## config.mk

```make
export PLATFORM = sky130hd
export DESIGN_NAME = acc_write_arbiter
export DESIGN_NICKNAME = d
export VERILOG_FILES = /design/src/rtl/acc_write_arbiter.sv
export SDC_FILE = /design/constraint.sdc
export NUM_CORES = 1
export LEC_CHECK = 0
export BUFFER_PORTS_ARGS = -buffer_cell sky130_fd_sc_hd__buf_2
export CAP_MARGIN = 20
export CORE_UTILIZATION = 41
export CTS_CLUSTER_DIAMETER = 60
export DETAILED_ROUTE_END_ITERATION = 8
export PLACE_DENSITY = 0.77
export SLEW_MARGIN = 0
export SYNTH_ARGS = -nofsm -noshare
export SYNTH_HDL_FRONTEND = slang
export SYNTH_SLANG_ARGS = --single-unit
```

## constraint.sdc

```tcl
create_clock -name clk -period 2.4 [get_ports clk]
set_input_delay 0.12 -clock clk [delete_from_list [all_inputs] [get_ports clk]]
set_output_delay 0.12 -clock clk [all_outputs]
set_load 0.005 [all_outputs]
```

## src/rtl/acc_write_arbiter.sv

```systemverilog
// Round-robin arbiter granting ALU, memory and input-port writes into the accumulator input stage.
// Optional ACC_FLAGS_EN adds registered zero/neg flags of the last written value.
module acc_write_arbiter #(
    parameter int unsigned           WIDTH       = 8,
    parameter logic [WIDTH-1:0]      RESET_VALUE = '0
) (
    input  logic             clk,
    input  logic             rst_n,
    input  logic             reqAlu,
    input  logic [WIDTH-1:0] dataAlu,
    input  logic             reqMem,
    input  logic [WIDTH-1:0] dataMem,
    input  logic             reqIn,
    input  logic [WIDTH-1:0] dataIn,
    input  logic             lock,
    output logic [2:0]       gnt,
    output logic [WIDTH-1:0] newData,
    output logic             accept,
    output logic [WIDTH-1:0] accValue,
`ifdef ACC_FLAGS_EN
    output logic             zero,
    output logic             neg,
`endif
    output logic             busy
);

    typedef enum logic {IDLE, GRANT} state_t;

    state_t           state;
    logic [1:0]       ptr;
    logic [2:0]       req;
    logic [1:0]       cand [3];
    logic             win_valid;
    logic [1:0]       win_idx;
    logic [WIDTH-1:0] win_data;

    assign req = {reqIn, reqMem, reqAlu};

    // Scan order starts at the pointer and wraps modulo 3.
    always_comb begin
        cand[0]   = ptr;
        cand[1]   = (ptr == 2'd2) ? 2'd0 : ptr + 2'd1;
        cand[2]   = (cand[1] == 2'd2) ? 2'd0 : cand[1] + 2'd1;
        win_valid = 1'b0;
        win_idx   = 2'd0;
        for (int unsigned k = 0; k < 3; k++) begin
            if (!win_valid && req[cand[k]]) begin
                win_valid = 1'b1;
                win_idx   = cand[k];
            end
        end
        case (win_idx)
            2'd1:    win_data = dataMem;
            2'd2:    win_data = dataIn;
            default: win_data = dataAlu;
        endcase
    end

    always_ff @(posedge clk) begin
        if (!rst_n) begin
            state    <= IDLE;
            ptr      <= 2'd0;
            gnt      <= '0;
            accept   <= 1'b0;
            busy     <= 1'b0;
            newData  <= RESET_VALUE;
            accValue <= RESET_VALUE;
`ifdef ACC_FLAGS_EN
            zero     <= (RESET_VALUE == '0);
            neg      <= RESET_VALUE[WIDTH-1];
`endif
        end else begin
            case (state)
                IDLE: begin
                    if (win_valid && !lock) begin
                        state    <= GRANT;
                        newData  <= win_data;
                        accValue <= win_data;
`ifdef ACC_FLAGS_EN
                        zero     <= (win_data == '0);
                        neg      <= win_data[WIDTH-1];
`endif
                        gnt      <= 3'b001 << win_idx;
                        accept   <= 1'b1;
                        busy     <= 1'b1;
                        ptr      <= (win_idx == 2'd2) ? 2'd0 : win_idx + 2'd1;
                    end else begin
                        gnt    <= '0;
                        accept <= 1'b0;
                        busy   <= 1'b0;
                    end
                end
                default: begin
                    state  <= IDLE;
                    gnt    <= '0;
                    accept <= 1'b0;
                    busy   <= 1'b0;
                end
            endcase
        end
    end

endmodule

```

Word-level counts from Yosys, hierarchy flattened
Cells that the tools add are included.
{ "word_totals": {"ff_bits": 14} }
{ "classes": {"add_sub_neg": 3, "n_lt_le_gt_ge": 3, "eq_ne": 4, "n_shift": 1, "n_mux": 17, "n_bitwise": 3, "reduce_logical": 9} }
{ "op_table": {"columns": ["cell", "count"], "rows": [
  ["8-bit one-hot mux with 2 select lines", 1],
  ["2-bit 2-to-1 mux", 6],
  ["2-bit by 3-bit < comparator with 1-bit output, second input constant", 3],
  ["1-bit 2-to-1 mux", 7],
  ["2-bit by 1-bit adder with 2-bit output, second input constant", 3],
  ["1-bit binary-select mux with 2-bit select", 3],
  ["2-bit == test, second input constant", 3],
  ["1-bit logical AND", 3],
  ["1-bit zero test", 3],
  ["1-bit inverter", 3],
  ["3-bit OR reduction", 1],
  ["1-bit by 2-bit << shifter with 3-bit output, first input constant", 1],
  ["2-bit by 1-bit == test with 1-bit output, second input constant", 1],
  ["2-bit AND reduction", 1],
  ["2-bit OR reduction", 1]
]} }

Logic depth before layout (Yosys ltp)
{ "logic_depth": {"depth_word": 12, "mapped_depth": 10, "ltp_nobuf": 9} }

Worst setup path after synthesis
No wires, ideal clock.
{ "synth_timing": {"kind": "register to register", "startpoint": "reg ptr[0]", "endpoint": "reg accValue[2]", "arrival_time_ns": 1.700, "t_required_ns": 2.277, "slack_ns": 0.577, "stages_incl_launch_ff": 10, "cell_sequence": "dfxtp_1 -> nand2b_1 -> nor2b_1 -> o21ai_2 -> ha_1 -> clkbuf_1 -> buf_1 -> nand2_1 -> o2111ai_1 -> o21ai_1"} }
{ "synth_via": {"elab_chain_cells": 11, "word_cells_on_any_way": 27, "classes_between": "2 x add/sub; 4 x eq/ne; 15 x mux; 6 x reduce/logical"} }
{ "synth_rtl": {"columns": ["element", "line", "text"], "rows": [
  ["start, declared", "30", "logic [1:0] ptr;"],
  ["start signal, assigned", "86", "ptr <= (win_idx == 2'd2) ? 2'd0 : win_idx + 2'd1;"],
  ["branches (longest 11 deep; another with 2-bit by 1-bit adder with 2-bit output)", null, null],
  ["end signal, assigned", "78", "accValue <= win_data;"],
  ["end, declared", "19", "output logic [WIDTH-1:0] accValue,"]
]} }
Parallel ways; which one is timed is not known. The select of a mux whose other input is x is not followed.
A chain may end at the register's enable or synchronous reset.

Final worst setup path
{ "layout_timing": {"startpoint": "reg ptr[0]", "endpoint": "reg accValue[1]"} }
The elaborated chain is that of the path after synthesis.

==> results.md <==
* DRC violations left at 0
* Routed wl met3 at 87 µm
* Antenna violations before repair at 0
* Post-layout util at 0.569
* Synth cell types at 22
* PD cells at between 500 and 600 mW/mm²
* Max_slew headroom at 0.651
* Fill cells at 170
* Dominant cells by area after synthesis: dfxtp_1, nand2_1, o2111ai_1
* H-tree depth at 1
* Worst Reg-to-Reg Cells at 7
* Largest net degree at the start of global routing at 22
* Syn_nets at between 100 and 150
* Post-CTS setup buffers at 0
* Cts bufs inserted at 3
* GPL Wtd Cong at between 0.7 and 0.8
* WP data required at ~2.6 ns
* Worst Hold Depth at 3
* Final Cycle Share at 0.781
* Synth Warn # at 0
* Via count at 821
* Slew Limit Fails at 0
* HPWL after DPL at around 1400 µm
* Post-synthesis sequential area ratio at 0.357
* Startpoint types: flip-flop
* Status: complete, no violations
* M1 wire length at 801 µm
* Starting Density at 0.445
* # IOs at about 50
* Pwr Total at 0.000576 W
* Gr usage total at 0.183
* Clock tree from TritonCTS: built
* Leak at 0.503 nW
* P&R area growth vs syn at 27.9%
* Post-route ant nets at 0
* Vias in the first global route at 681
* Highest routed layer: met4
* Critical Path AT at 2.04 ns
* Crit. End Element: flip-flop
* WL met2 at 904 µm
* Die area at 0.00209 mm²
* Sink Count at 14
* Synth top area share at 0.357
* Worst hold slack at 0.104 ns
* Worst-margin pin slew at between 0.5 and 0.6 ns
* Area occupied by registers at roughly 280 µm²
* GR Overflow Total at 0
* Syn avg cell area at 8.09 µm²
* Cells after Synth at 97
* Wire per inst at between 10 and 15 µm
* Minimum clock period at 1.88 ns
* Ys flop type: dfxtp_1
* Hold-fix buffers, CTS at 0
* Setup TNS at 0 ns
* Worst VDD drop at 0.265 mV
* RSZ-0062 raised after global routing: false
* Core area at around 0.0018 mm²
* Area of the multi-input gates at 387 µm²
* Die Y at about 46 µm
* Share of post-route cells with drive strength above 1 at 0.430
* First-pass GRT wire length at 2700 µm
* Top-count cell post-synth: nand2_1
* CTS Buffer Depth at 2
* Max Freq at 0.533 GHz
* Synth Cell Area at 785 µm²
* Clock root cell: clkbuf_4
* Final hold violation count at 0
* Area leader, netlist: dfxtp_1
* Fraction of registers with async set/reset at 0
* Post-route setup slack at 0.525 ns
* First-pass iteration count of the detailed router at 4
* Commonest cells post-synth: nand2_1, dfxtp_1, o21ai_1
* Final setup skew at 0.00402 ns
* Pre-CTS worst setup slack at 0.551 ns
* Synthesis-stage register bit count at 14
* Clock transition at the registers of the reported paths at 0.09 ns
* Post-Route WL at 1830 µm
* Die X at 45.7 µm
* Crit Path Class: reg -> reg
* Max cap viols at 0
* Worst min path class: in -> reg
* Skew-Pair Late Insertion Delay at 0.28 ns
* Worst-path maximum fanout at 16
* Ant diodes at 0
* Final setup vio count at 0
* Final nets at 170
* Initial drt markers at 24
* DR vias/cell at 5.13
* Post-synth EDFFs at 0
* PortBufs at 50
* Post-cts resize count at 0
* Rows at 15
==> cells by family after synthesis <==
group | count (synthesis) | synth area share
compound gates | 30 | 0.273
fa+ha+maj | 4 | 0.0638
buf+inv | 20 | 0.150
flops | 14 | 0.357
simple gates | 29 | 0.156
==> critical path: stages, from the launching register on <==
cell       delay [ns]
dfxtp_1          0.40
nand2b_1         0.15
nor2b_1          0.18
o21ai_2          0.12
ha_1             0.59
nand2_1          0.11
o2111ai_1        0.12
o21ai_1          0.08
==> final timing paths <==
check                            startpoint  slack, ns           to
worst min register to register  accValue[1]       0.46  accValue[1]
worst min-delay path             dataAlu[6]       0.10  accValue[6]
worst max register to register       ptr[0]       0.52  accValue[1]
worst max-delay path                 ptr[0]       0.52  accValue[1]
==> cell usage in the layout, fill, tap and decap left out, drive strengths merged <==
cell type and instances:
clkbuf 4, nor2 2, dfxtp 14, buf 51, a21boi 1, nand3 3, o21ai 12, nand2 19
ha 4, o31a 1, o2111ai 8, nor2b 2, inv 3, nor3 2, a22oi 8, nand2b 1
==> metrics by stage <==
stage	std cells	instance area (µm²)
CTS	160	1000
global placement	156	967
global route	160	1000
detailed placement	156	967
finish	160	1000
floorplan	97	785
==> per-layer routing <==
layer | up-vias | global-route usage
li1 | 410 | -
met1 | 370 | 0.224
met2 | 36 | 0.297
met3 | 5 | 0.0357
met4 | 0 | 0.106
met5 | - | 0
==> report_power, final <==
part / leakage, nW / internal, W / switching [W]
clock: 0.0210 / 0.0000924 / 0.0000811
combinational: 0.367 / 0.0000654 / 0.0000754
sequential: 0.115 / 0.000250 / 0.0000112
total: 0.503 / 0.000408 / 0.000168
==> flip-flops by register name (all words and copies together), names as in the netlist <==
name / flops
gnt: 3
ptr: 2
state: 1
accValue: 8
==> area by class of cell <==
class	count	share of cell area
Multi-Input combinational cell	63	0.385
Clock buffer	4	0.0362
Tap cell	25	0.0312
Timing Repair Buffer	51	0.257
Sequential cell	14	0.279
Inverter	3	0.0112
Note: power is estimated with default switching activity, not from simulation.
